### src/rtl/reset_sequencer_if.sv
// rtl/reset_sequencer_if.sv - lock/soft-reset inputs and staged reset outputs of the reset sequencer
interface reset_sequencer_if #(
  parameter int NUM_STAGES = 3
);
  logic                  hold_n;
  logic                  soft_rst_req;
  logic [NUM_STAGES-1:0] stage_rst_n;
  logic                  seq_done;
  logic                  busy;

  // Controller side: supplies lock/soft-reset and observes the domain resets
  modport master (
    output hold_n,
    output soft_rst_req,
    input  stage_rst_n,
    input  seq_done,
    input  busy
  );

  // Sequencer side
  modport slave (
    input  hold_n,
    input  soft_rst_req,
    output stage_rst_n,
    output seq_done,
    output busy
  );
endinterface

### src/rtl/reset_sequencer.sv
// rtl/reset_sequencer.sv - staged per-domain reset release with soft-reset and loss-of-lock re-sequencing
module reset_sequencer #(
  parameter int NUM_STAGES = 3,
  parameter int STAGE_DLY  = 16,
  parameter int SOFT_MIN   = 8,
  parameter int CNT_W      = 8
) (
  input  logic               clk,
  input  logic               rst_n,
  reset_sequencer_if.slave   seq_if
);

  localparam int IDX_W = (NUM_STAGES > 1) ? $clog2(NUM_STAGES) : 1;
  localparam logic [CNT_W-1:0] DLY_LAST  = CNT_W'(STAGE_DLY - 1);
  localparam logic [CNT_W-1:0] SOFT_LAST = CNT_W'(SOFT_MIN - 1);
  localparam logic [IDX_W-1:0] IDX_LAST  = IDX_W'(NUM_STAGES - 1);

  typedef enum logic [1:0] {
    WAIT_LOCK = 2'd0,
    DELAY     = 2'd1,
    RUN       = 2'd2,
    SOFT      = 2'd3
  } state_t;

  state_t                state_q, state_d;
  logic [CNT_W-1:0]      cnt_q, cnt_d;
  logic [IDX_W-1:0]      idx_q, idx_d;
  logic [NUM_STAGES-1:0] stage_q, stage_d;
  logic                  seq_done_q, seq_done_d;
  logic                  busy_q, busy_d;
  logic                  abort;
  logic                  go_soft;

  // Loss of lock and a soft request are treated identically
  assign abort = seq_if.soft_rst_req || !seq_if.hold_n;

  // State and output registers; reset forces all domains back into reset
  always_ff @(posedge clk or negedge rst_n) begin
    if (!rst_n) begin
      state_q    <= WAIT_LOCK;
      cnt_q      <= '0;
      idx_q      <= '0;
      stage_q    <= '0;
      seq_done_q <= 1'b0;
      busy_q     <= 1'b1;
    end else begin
      state_q    <= state_d;
      cnt_q      <= cnt_d;
      idx_q      <= idx_d;
      stage_q    <= stage_d;
      seq_done_q <= seq_done_d;
      busy_q     <= busy_d;
    end
  end

  // Next-state logic: release one stage per delay period, abort wins over a release on the same edge
  always_comb begin
    state_d    = state_q;
    cnt_d      = cnt_q;
    idx_d      = idx_q;
    stage_d    = stage_q;
    seq_done_d = seq_done_q;
    busy_d     = busy_q;
    go_soft    = 1'b0;

    case (state_q)
      WAIT_LOCK: begin
        if (seq_if.hold_n) begin
          state_d = DELAY;
          cnt_d   = '0;
          idx_d   = '0;
        end
      end
      DELAY: begin
        if (abort) begin
          go_soft = 1'b1;
        end else if (cnt_q == DLY_LAST) begin
          // Releasing by index on top of the held bits keeps the code thermometer
          stage_d[idx_q] = 1'b1;
          cnt_d          = '0;
          idx_d          = idx_q + 1'b1;
          if (idx_q == IDX_LAST) begin
            state_d    = RUN;
            seq_done_d = 1'b1;
            busy_d     = 1'b0;
          end
        end else begin
          cnt_d = cnt_q + 1'b1;
        end
      end
      RUN: begin
        if (abort) begin
          go_soft = 1'b1;
        end
      end
      SOFT: begin
        // Fixed-length hold; inputs are deliberately not looked at here
        if (cnt_q == SOFT_LAST) begin
          state_d = WAIT_LOCK;
          cnt_d   = '0;
        end else begin
          cnt_d = cnt_q + 1'b1;
        end
      end
      default: begin
        state_d = WAIT_LOCK;
        cnt_d   = '0;
        idx_d   = '0;
        stage_d = '0;
      end
    endcase

    if (go_soft) begin
      state_d    = SOFT;
      cnt_d      = '0;
      idx_d      = '0;
      stage_d    = '0;
      seq_done_d = 1'b0;
      busy_d     = 1'b1;
    end
  end

  assign seq_if.stage_rst_n = stage_q;
  assign seq_if.seq_done    = seq_done_q;
  assign seq_if.busy        = busy_q;

endmodule

### src/flat_wrapper.sv
// flat-port wrapper written by rule: the top's interface ports become plain ports
module reset_sequencer_flat 
#(
  parameter int NUM_STAGES = 3,
  parameter int STAGE_DLY  = 16,
  parameter int SOFT_MIN   = 8,
  parameter int CNT_W      = 8
)
  (clk, rst_n, seq_if_hold_n, seq_if_soft_rst_req, seq_if_stage_rst_n, seq_if_seq_done, seq_if_busy);
  reset_sequencer_if #(.NUM_STAGES(NUM_STAGES)) seq_if_i ();
  input  logic clk;
  input  logic rst_n;
  input wire logic [$bits(seq_if_i.hold_n)-1:0] seq_if_hold_n;
  input wire logic [$bits(seq_if_i.soft_rst_req)-1:0] seq_if_soft_rst_req;
  output wire logic [$bits(seq_if_i.stage_rst_n)-1:0] seq_if_stage_rst_n;
  output wire logic [$bits(seq_if_i.seq_done)-1:0] seq_if_seq_done;
  output wire logic [$bits(seq_if_i.busy)-1:0] seq_if_busy;
  assign seq_if_i.hold_n = seq_if_hold_n;
  assign seq_if_i.soft_rst_req = seq_if_soft_rst_req;
  assign seq_if_stage_rst_n = seq_if_i.stage_rst_n;
  assign seq_if_seq_done = seq_if_i.seq_done;
  assign seq_if_busy = seq_if_i.busy;
  reset_sequencer #(.NUM_STAGES(NUM_STAGES), .STAGE_DLY(STAGE_DLY), .SOFT_MIN(SOFT_MIN), .CNT_W(CNT_W)) u_core (.clk(clk), .rst_n(rst_n), .seq_if(seq_if_i));
endmodule
### config.mk
export PLATFORM = sky130hd
export DESIGN_NAME = reset_sequencer_flat
export DESIGN_NICKNAME = d
export VERILOG_FILES = /design/src/rtl/reset_sequencer_if.sv /design/src/rtl/reset_sequencer.sv /design/src/flat_wrapper.sv
export SDC_FILE = /design/constraint.sdc
export NUM_CORES = 1
export LEC_CHECK = 0
export BUFFER_PORTS_ARGS = -buffer_cell sky130_fd_sc_hd__buf_2
export CORE_ASPECT_RATIO = 1.2
export CORE_MARGIN = 3
export CORE_UTILIZATION = 57
export CTS_CLUSTER_SIZE = 12
export DETAILED_ROUTE_END_ITERATION = 16
export GPL_ROUTABILITY_DRIVEN = 0
export GPL_TIMING_DRIVEN = 0
export HOLD_SLACK_MARGIN = 0.12
export PLACE_DENSITY = 0.77
export SETUP_SLACK_MARGIN = 0.05
export SKIP_CTS_REPAIR_TIMING = 1
export SLEW_MARGIN = 0
export SYNTH_ARGS = -nofsm -noshare
export SYNTH_HDL_FRONTEND = slang
export SYNTH_SLANG_ARGS = --single-unit
### constraint.sdc
create_clock -name clk -period 2.55 [get_ports clk]
set_input_delay 0.1275 -clock clk [delete_from_list [all_inputs] [get_ports clk]]
set_output_delay 0.1275 -clock clk [all_outputs]
set_load 0.02 [all_outputs]
==> results_dict.tcl, run 1 <==
set metrics [dict create \
    relSlewSlack_pct 58.2 \
    synth_ff_type "dfrtp_1" \
    die-area_um2 2330 \
    synth_most_common_cell "dfrtp_1" \
    cts.sinks 17 \
    path_buf_inv 0 \
    power_density_nw_per_um2 1100 \
    wire_per_inst_um 13.6 \
    max_freq_ghz 0.448 \
    r2r_end "u_core.state_q[0]" \
    hold_path.class "in -> async" \
    seq_area_frac_synth_pct 41.9 \
    dp_hpwl_mm 1.38 \
    die_h_um 52.3 \
    layout.nets 129 \
    r2r_cells 5 \
    path_clk_slew_ns 0.10 \
    max-vdd-ir-drop_mv 0.795 \
    die_w_um 44.6 \
    grt_pass1_wl_mm 3.28 \
    synth_edf_count 0 \
    p_leak_nw 0.557 \
    finalCriticalPeriod_ns 2.23 \
    portBuffers 8 \
    wirelength_mm 1.83 \
    maxCapViolations 0 \
    antenna_found_initial 0 \
    p_total_mw 1.22 \
    slew_violations 0 \
    grt_pass1_vias 826 \
    async_flop_share_pct 100 \
    viasPerCell 5.82 \
    drc_errors 0 \
    critical_path_class "reg -> reg" \
    rsz0062_at_grt "no" \
    gr-total-overflow 0 \
    rows 16 \
    setup-violations-final 0 \
    numCtsBuffers 3 \
    path_cells "or4_4 -> o31a_1 -> o21ai_4 -> o211ai_2 -> mux2_4" \
    synth_top_cells_by_count "dfrtp_1, nand2_1, nor2_1, o21ai_0, ha_1" \
    r2r-start "u_core.cnt_q[5]" \
    report.final.hold_viol_count 0 \
    ys_types 30 \
    start_kind "flop" \
    fin_setup_tns_ns 0 \
    cpMaxStageDelayCell "or4_4" \
    regToRegSetupSlack_ns 0.32 \
    synth_area_leader_cell "dfrtp_1" \
    num_antenna_cells 0 \
    crit_family "compound AO/OA/AOI/OAI gates" \
    initial_core_util_pct 61.3 \
    ios 9 \
    grt_use_total_pct 19.2 \
    grt_max_degree 18 \
    drtPass1Iterations 4 \
    synth_top_area_share_pct 39.3 \
    yosysWarnings 0 \
    fin_worst_skew_ns 0.00428 \
    end_kind "flop" \
    critPathRequiredTime_ns 2.74 \
    netlist_area_um2 1020 \
    path_max_fanout 7 \
    cp.arrival_ns 2.42 \
    synth.avg_cell_area_um2 9.89 \
    drtAntennaViolNets 0 \
    htree_levels 1 \
    fin_crit_sh_pct 87.5 \
    drt_iter0_drc 7 \
    synth_fp_nets 115 \
    clockBufferDepth 2 \
    max_stage_delay_ns 0.55 \
    ys_seq_elements 17 \
    vias 780 \
    drive_above_1_share_pct 18.1 \
    tritoncts "done" \
    clock_latency_ns 0.29 \
    cts_root_buf "clkbuf_4" \
    max_slew.worst_pin.slew_ns 0.624 \
    synthTopCellsByArea "dfrtp_1, ha_1, o21ai_0" \
    syn2layout_area_growth_pct 9.83 \
    status "finished, final reports clean" \
    synthCells 103 \
    core-area_um2 1660 \
]
[through the flow]
step                hold WS, ns  setup WS, ns  utilization, %  cells  cell area (um2)
floorplan                -0.168         0.497               -    103             1020
global placement         0.0652         0.337            65.1    129             1080
detailed placement       0.0667         0.353            65.1    129             1080
CTS                      -0.255         0.325            66.7    133             1110
global route              0.278         0.187            67.3    134             1120
finish                    0.268         0.318            67.3    134             1120
[flip-flops by register name (all words and copies together) (netlist names)]
signal                     count
u_core.seq_if.seq_done         1
u_core.cnt_q                   8
u_core.seq_if.stage_rst_n      3
u_core.state_q                 2
u_core.idx_q                   2
u_core.seq_if.busy             1
[final cells by class]
class / instances / area, um2
Multi-Input combinational cell: 78 / 562
Fill cell: 132 / 543
Sequential cell: 17 / 427
Timing Repair Buffer: 9 / 50.0
Clock buffer: 3 / 22.5
Inverter: 6 / 22.5
Tap cell: 18 / 22.5
Buffer: 2 / 7.51
Clock inverter: 1 / 5.00
[placed cells by master (no fill, tap or decap), drive strengths merged, types with 2 or more instances in the layout]
master	netlist	layout
mux2	3	3
clkbuf	2	5
a22o	5	5
ha	8	8
nor3	3	3
a21oi	4	4
buf	0	8
inv	6	6
nand2	9	9
o21ai	10	10
nor2	9	9
nor2b	4	4
dfrtp	16	16
o211ai	3	3
nand3	4	4
and2	2	2
o21a	3	3
mux2i	3	3
[worst register-to-register path, cell delays in order (launching register included)]
cell and delay [ns]:
dfrtp_1 0.45, or4_4 0.55, o31a_1 0.35, o21ai_4 0.26
o211ai_2 0.17, mux2_4 0.35
[power by group]
part / switching (mW) / leakage [nW] / internal, mW
clock: 0.0863 / 0.0177 / 0.0583
sequential: 0.0390 / 0.226 / 0.315
combinational: 0.412 / 0.313 / 0.315
[worst max path at each step]
stage | cells after the start | startpoint | endpoint | slack [ns]
after floorplan | 5 | u_core.cnt_q[4] | u_core.state_q[0] | 0.50
after CTS | 5 | u_core.cnt_q[4] | u_core.state_q[0] | 0.32
after global routing | 7 | u_core.state_q[1] | u_core.state_q[0] | 0.19
final | 5 | u_core.cnt_q[5] | u_core.state_q[0] | 0.32
after global placement | 5 | u_core.cnt_q[4] | u_core.state_q[0] | 0.34
after detailed placement | 5 | u_core.cnt_q[4] | u_core.state_q[0] | 0.35
[per-layer routing]
| metal | wire length [um] | track usage [%] | vias up |
|---|---|---|---|
| met3 | 69 | 3.09 | 4 |
| met4 | 28 | 10.1 | 0 |
| met2 | 974 | 34.4 | 13 |
| met1 | 757 | 21.0 | 372 |
| li1 | - | - | 391 |
| met5 | 0 | 0 | - |
[cell families (layout without fill, tap and decap cells)]
group                      after synthesis  count (layout)  synth area share (%)
adders and majority gates                8               8                  9.83
muxes                                    6               6                  6.63
DFF                                     17              17                  41.9
buffers and inverters                    8              21                  2.95
AOI/OAI and AO/OA                       29              29                  21.9
and+or+nand+nor                         35              35                  16.8
Power figures use the tool's default switching activity.
==> inputs of run 2 (changes only) <==
--- a/config.mk
+++ b/config.mk
@@ -5,16 +5,17 @@
 export SDC_FILE = /design/constraint.sdc
 export NUM_CORES = 1
 export LEC_CHECK = 0
+export ABC_AREA = 1
 export BUFFER_PORTS_ARGS = -buffer_cell sky130_fd_sc_hd__buf_2
 export CORE_ASPECT_RATIO = 1.2
 export CORE_MARGIN = 3
-export CORE_UTILIZATION = 57
+export CORE_UTILIZATION = 59
 export CTS_CLUSTER_SIZE = 12
 export DETAILED_ROUTE_END_ITERATION = 16
 export GPL_ROUTABILITY_DRIVEN = 0
 export GPL_TIMING_DRIVEN = 0
 export HOLD_SLACK_MARGIN = 0.12
-export PLACE_DENSITY = 0.77
+export PLACE_DENSITY = 0.78
 export SETUP_SLACK_MARGIN = 0.05
 export SKIP_CTS_REPAIR_TIMING = 1
 export SLEW_MARGIN = 0
==> run 2 against run 1 <==
  * Sequential power shrank 5%
  * Largest power group unchanged
  * Global-route usage is 1.1 points higher
  * Power is 8.1% higher
  * Maximum frequency grew 37%
  * Count of clock-buffer cells in the layout is the same
  * Worst hold slack got worse by 0.11 ns
  * Sequential share of layout area decreased by 5.8 points
  * Flip-flop and latch count unchanged
  * Critical endpoint is now u_core.cnt_q[6]
==> results_dict.tcl, run 2 <==
set metrics [dict create \
    path_max_fanout 10 \
    hold_path.class "in -> reg" \
    synthTopCellsByArea "dfrtp_1, nand2_1, ha_1" \
    synth_fp_nets 170 \
    synth_edf_count 0 \
    busiest_layer "met2" \
    num_antenna_cells 0 \
    ys_types 25 \
    max_freq_ghz 0.614 \
    wirelength_mm 2.28 \
    fin_ws_ns 0.921 \
    max_slew.worst_pin.slew_ns 0.396 \
    drive_above_1_share_pct 20.5 \
    power_density_nw_per_um2 1000 \
    p_int_mw 0.648 \
    grt_max_degree 18 \
    status "finished, final reports clean" \
    end_kind "flop" \
    rows 17 \
    fin_setup_tns_ns 0 \
    largest_register_ffs 8 \
    ios 9 \
    grt_pass1_wl_mm 3.93 \
    vias 1024 \
    die_h_um 55.7 \
    multi_input_area_um2 659 \
    critPathMostFrequentCell "nand2_1" \
    use_met1_pct 24.6 \
    portBuffers 8 \
    pwr-share-comb_pct 63.2 \
    synth.avg_cell_area_um2 7.70 \
    switching_share_pct 51.0 \
    use_met3_pct 2.91 \
    layout.nets 184 \
    drtAntennaViolNets 0 \
    async_flop_share_pct 100 \
    synth_most_common_cell "nand2_1" \
    die_w_um 47.4 \
    drc_errors 0 \
    synth_top_area_share_pct 32.9 \
    max_stage_delay_ns 0.41 \
    gr-total-overflow 0 \
    synth_top_cells_by_count "nand2_1, inv_1, dfrtp_1, nand3_1, nor2_1" \
    fin_crit_sh_pct 63.9 \
    p_leak_nw 0.722 \
    synthCells 158 \
    core-area_um2 1890 \
    report.final.hold_viol_count 0 \
    drt_iter0_drc 19 \
    relSlewSlack_pct 73.6 \
    power_frac_seq_pct 25.5 \
    wire_per_inst_um 12.0 \
    power_switching_mw 0.675 \
    cp.arrival_ns 1.82 \
    clockBufferDepth 2 \
    syn2layout_area_growth_pct 8.33 \
    initial_core_util_pct 64.2 \
    grt_use_total_pct 20.3 \
    synth_ff_type "dfrtp_1" \
    final_util_pct 69.6 \
    ys_seq_elements 17 \
    setup-violations-final 0 \
    crit_family "flip-flops" \
    path_clk_slew_ns 0.10 \
    viasPerCell 5.39 \
    grtUsageMet2_pct 32.6 \
    start_kind "flop" \
    cpMaxStageDelayCell "dfrtp_1" \
    tritoncts "done" \
    finalCriticalPeriod_ns 1.63 \
    die-area_um2 2640 \
    rsz0062_at_grt "no" \
    max-vdd-ir-drop_mv 1.07 \
    largest-register "u_core.cnt_q" \
    synth_area_leader_cell "dfrtp_1" \
    clock_latency_ns 0.30 \
    fin_worst_skew_ns 0.00242 \
    antenna_found_initial 0 \
    drtPass1Iterations 4 \
    register_area_um2 427 \
    final_common_cell "nand2_1" \
    dp_slack_ns 0.936 \
    nFillCells 170 \
    cts.sinks 17 \
    clkPwrFrac_pct 11.3 \
    htree_levels 1 \
    path_buf_inv 3 \
    slew_violations 0 \
    maxCapViolations 0 \
    grt_pass1_vias 931 \
    yosysWarnings 0 \
    final_cell_mix "nand2_1, inv_1, nand3_1, dfrtp_1, nor2_1" \
    cts_root_buf "clkbuf_4" \
    seq_area_frac_synth_pct 35.1 \
    critPathRequiredTime_ns 2.74 \
    dp_hpwl_mm 1.72 \
    critical_path_class "reg -> reg" \
    netlist_area_um2 1220 \
    numCtsBuffers 3 \
    path_cells "inv_1 -> ha_1 -> nand2_4 -> nand3_1 -> nand2_1 -> buf_6 -> inv_4 -> o211ai_1 -> nand2_1" \
]
[run 2: changes by cell type in the layout (fill, tap and decap cells not counted), moves of 5 or more]
cell     previous run  this run
nand3_1             4        16
nand2_1             9        46
nand4_1             0         5
inv_1               6        21
o21ai_0             9         0
[run 2: metal layers]
metal / part of all wire (%) / vias to the layer above
li1: - / 523
met1: 44 / 475
met2: 51 / 17
met3: 2.1 / 9
met4: 3.3 / 0
met5: 0 / -
[run 2: cell type report]
cell class,count,area share (%)
plain buffers,3,2.28
clock buffers,3,1.71
clock inverters,1,0.380
inverters,26,7.60
multi-input cells,112,50.0
flip-flops and latches,17,32.4
well taps,19,1.80
repair buffers,9,3.80
[run 2: worst paths after layout]
kind,slack (ns),end,depth (start not counted),startpoint
worst max-delay path,0.92,u_core.cnt_q[6],9,u_core.state_q[0]
worst min-delay path,0.16,u_core.seq_if.stage_rst_n[1],4,seq_if_soft_rst_req
worst max register to register,0.92,u_core.cnt_q[6],9,u_core.state_q[0]
worst min register to register,0.48,u_core.seq_if.busy,2,u_core.seq_if.busy
max in group asynchronous,1.96,u_core.seq_if.busy,2,rst_n
min in group asynchronous,0.27,u_core.state_q[0],2,rst_n
[run 2: worst register-to-register path: cells and delay by family, from the launching register on]
kind            cells  cell delay (ns)
fa+ha+maj           1             0.33
flops               1             0.41
buf+inv             3             0.29
simple gates        4             0.40
compound gates      1             0.09
[run 2: stage by stage]
stage               instance area [um2]  power (mW)  hold WS, ns  cells
floorplan                          1220        1.01       -0.168    158
global placement                   1280        1.15       0.0695    185
detailed placement                 1280        1.17       0.0748    185
CTS                                1310        1.33       -0.264    189
global route                       1320        1.46        0.139    190
finish                             1320        1.32        0.157    190
[run 2: power groups by stage]
stage | logic, mW | clock network [mW] | registers [mW]
3_3_place_gp | 0.806 | 0 | 0.341
5_1_grt | 0.945 | 0.172 | 0.342
4_1_cts | 0.835 | 0.157 | 0.338
3_5_place_dp | 0.832 | 0 | 0.343
2_1_floorplan | 0.674 | 0 | 0.336
6_report | 0.837 | 0.149 | 0.338
[run 2: cells by family (layout without fill, tap and decap cells)]
| logic type | count (synthesis) | after routing | share of synthesized area (%) |
|---|---|---|---|
| XOR/XNOR | 1 | 1 | 0.720 |
| AND/OR/NAND/NOR | 88 | 88 | 36.0 |
| AO/OA/AOI/OAI | 15 | 15 | 9.26 |
| flip-flops | 17 | 17 | 35.1 |
| adder cells (fa/ha/maj) | 8 | 8 | 8.23 |
| buffers and inverters | 29 | 42 | 10.7 |
==> inputs of run 3 (changes only) <==
--- a/config.mk
+++ b/config.mk
@@ -5,17 +5,17 @@
 export SDC_FILE = /design/constraint.sdc
 export NUM_CORES = 1
 export LEC_CHECK = 0
-export ABC_AREA = 1
+export ABC_AREA = 0
 export BUFFER_PORTS_ARGS = -buffer_cell sky130_fd_sc_hd__buf_2
 export CORE_ASPECT_RATIO = 1.2
 export CORE_MARGIN = 3
-export CORE_UTILIZATION = 59
+export CORE_UTILIZATION = 57
 export CTS_CLUSTER_SIZE = 12
 export DETAILED_ROUTE_END_ITERATION = 16
 export GPL_ROUTABILITY_DRIVEN = 0
 export GPL_TIMING_DRIVEN = 0
 export HOLD_SLACK_MARGIN = 0.12
-export PLACE_DENSITY = 0.78
+export PLACE_DENSITY = 0.77
 export SETUP_SLACK_MARGIN = 0.05
 export SKIP_CTS_REPAIR_TIMING = 1
 export SLEW_MARGIN = 0
==> constraint.sdc (replaced) <==
create_clock -name clk -period 1.5 [get_ports clk]
set_input_delay 0.075 -clock clk [delete_from_list [all_inputs] [get_ports clk]]
set_output_delay 0.075 -clock clk [all_outputs]
set_load 0.02 [all_outputs]
==> run 3 against run 2 <==
  * The flow now finishes with violations (setup timing)
  * Die area shrank 12%
  * Wire length fell by 9.6%
  * Count of clock-buffer cells in the layout did not move
  * Worst hold slack improved by 0.057 ns
  * Sequential power rose by 79%
  * Clock skew up 0.0061 ns
  * Sequential share of layout area up 3.4 points
  * Clock power up 74%
  * Power up 82%
==> results_dict.tcl, run 3 (synthesized netlist as in run 1, its figures left out) <==
set metrics [dict create \
    status "finished with violations" \
    violations "setup timing" \
    num_antenna_cells 0 \
    cts.sinks 17 \
    die_w_um 44.6 \
    hold_path.class "in -> async" \
    max-vdd-ir-drop_mv 1.48 \
    largest_register_ffs 8 \
    path_cells "or4_4 -> o31a_1 -> o21ai_4 -> buf_4 -> nor2_4 -> mux2_2" \
    crit_family "simple AND/OR/NAND/NOR gates" \
    cts_root_buf "clkbuf_4" \
    die_h_um 52.3 \
    path_buf_inv 1 \
    r2r_cells 6 \
    clockBufferDepth 2 \
    drtPass1Iterations 4 \
    numCtsBuffers 3 \
    start_kind "flop" \
    max_stage_delay_ns 0.56 \
    wirelength_mm 2.06 \
    ios 9 \
    clock_latency_ns 0.30 \
    dp.cells 129 \
    relSlewSlack_pct 73.9 \
    fin_ws_ns -0.533 \
    setup-violations-final 17 \
    finalNonFillerCells 142 \
    final_common_cell "dfrtp_1" \
    path_max_fanout 6 \
    initial_core_util_pct 61.3 \
    grt_max_degree 18 \
    critical_path_class "reg -> reg" \
    max_slew.worst_pin.slew_ns 0.391 \
    critPathCapture "u_core.cnt_q[0]" \
    pwr-share-comb_pct 64.2 \
    drc_errors 0 \
    gr-total-overflow 0 \
    rsz0062_at_grt "yes" \
    regToRegSetupSlack_ns -0.53 \
    worst-path-stages 6 \
    drtAntennaViolNets 0 \
    syn2layout_area_growth_pct 17.2 \
    switching_share_pct 42.1 \
    worstSetupStartpoint "u_core.cnt_q[7]" \
    fin_worst_skew_ns 0.00857 \
    power_density_nw_per_um2 2020 \
    grt_use_total_pct 19.0 \
    drt_iter0_drc 15 \
    portBuffers 8 \
    final_cell_mix "dfrtp_1, buf_4, nand2_1" \
    rows 16 \
    grt_pass1_wl_mm 3.23 \
    layout.nets 137 \
    p_leak_nw 0.603 \
    antenna_found_initial 0 \
    finalCriticalPeriod_ns 2.03 \
    maxCapViolations 0 \
    clkPwrFrac_pct 10.7 \
    final_util_pct 71.8 \
    drive_above_1_share_pct 25.8 \
    grt_pass1_vias 734 \
    slew_violations 0 \
    fin_crit_sh_pct 136 \
    cp.arrival_ns 2.23 \
    dp_hpwl_mm 1.45 \
    tritoncts "done" \
    core-area_um2 1660 \
    vias 802 \
    report.final.hold_viol_count 0 \
    htree_levels 1 \
    power_frac_seq_pct 25.1 \
    r2r_end "u_core.cnt_q[0]" \
    critPathRequiredTime_ns 1.70 \
    power_switching_mw 1.02 \
    p_total_mw 2.41 \
    wire_per_inst_um 14.5 \
    max_freq_ghz 0.492 \
    r2r-start "u_core.cnt_q[7]" \
    cpMaxStageDelayCell "or4_4" \
    viasPerCell 5.65 \
    die-area_um2 2330 \
    p_int_mw 1.40 \
    end_kind "flop" \
    largest-register "u_core.cnt_q" \
    path_clk_slew_ns 0.11 \
]
==> run 3: worst register-to-register path, stage by stage, from the launching register on <==
cell     delay [ns]
dfrtp_1        0.42
or4_4          0.56
o31a_1         0.31
o21ai_4        0.18
buf_4          0.15
nor2_4         0.05
mux2_2         0.26
==> run 3: how the worst min path moves through the flow <==
stage,start,end,slack [ns],cells after the start
6_report,rst_n,u_core.state_q[0],0.21,2
5_1_grt,rst_n,u_core.cnt_q[3],0.24,2
4_1_cts,rst_n,u_core.state_q[0],-0.31,1
2_1_floorplan,rst_n,u_core.cnt_q[0],-0.22,0
3_3_place_gp,rst_n,u_core.state_q[0],0.02,1
3_5_place_dp,rst_n,u_core.state_q[0],0.02,1
==> run 3: through the flow <==
step           hold slack (ns)  setup TNS (ns)  area [um2]  worst slack [ns]
6_report                 0.215           -6.49        1190            -0.533
5_1_grt                  0.241           -8.16        1190            -0.619
4_1_cts                 -0.313           -7.21        1110            -0.651
3_5_place_dp            0.0172           -6.89        1080            -0.648
3_3_place_gp            0.0156           -6.52        1080            -0.627
2_1_floorplan           -0.221           -3.70        1020            -0.467
==> run 3: power by group through the flow <==
stage,Clock [mW],Combinational (mW),Sequential [mW]
3_5_place_dp,0,1.24,0.615
5_1_grt,0.277,1.68,0.615
4_1_cts,0.261,1.24,0.605
6_report,0.259,1.55,0.605
2_1_floorplan,0,1.01,0.596
3_3_place_gp,0,1.20,0.605
==> run 3: metal layers <==
metal	routed length (um)	vias to the layer above	global-route usage, %
li1	-	407	-
met1	929	381	23.8
met2	1050	9	31.8
met3	39	5	2.06
met4	40	0	9.05
met5	0	-	0
==> run 3: final cells by class <==
type	count	area (um2)
tap	18	22.5
buffer	2	15.0
fill	122	468
inverter	6	22.5
clock inverter	1	5.00
sequential	17	427
clock buffer	3	22.5
timing repair buffer	17	110
multi-input combinational	78	569
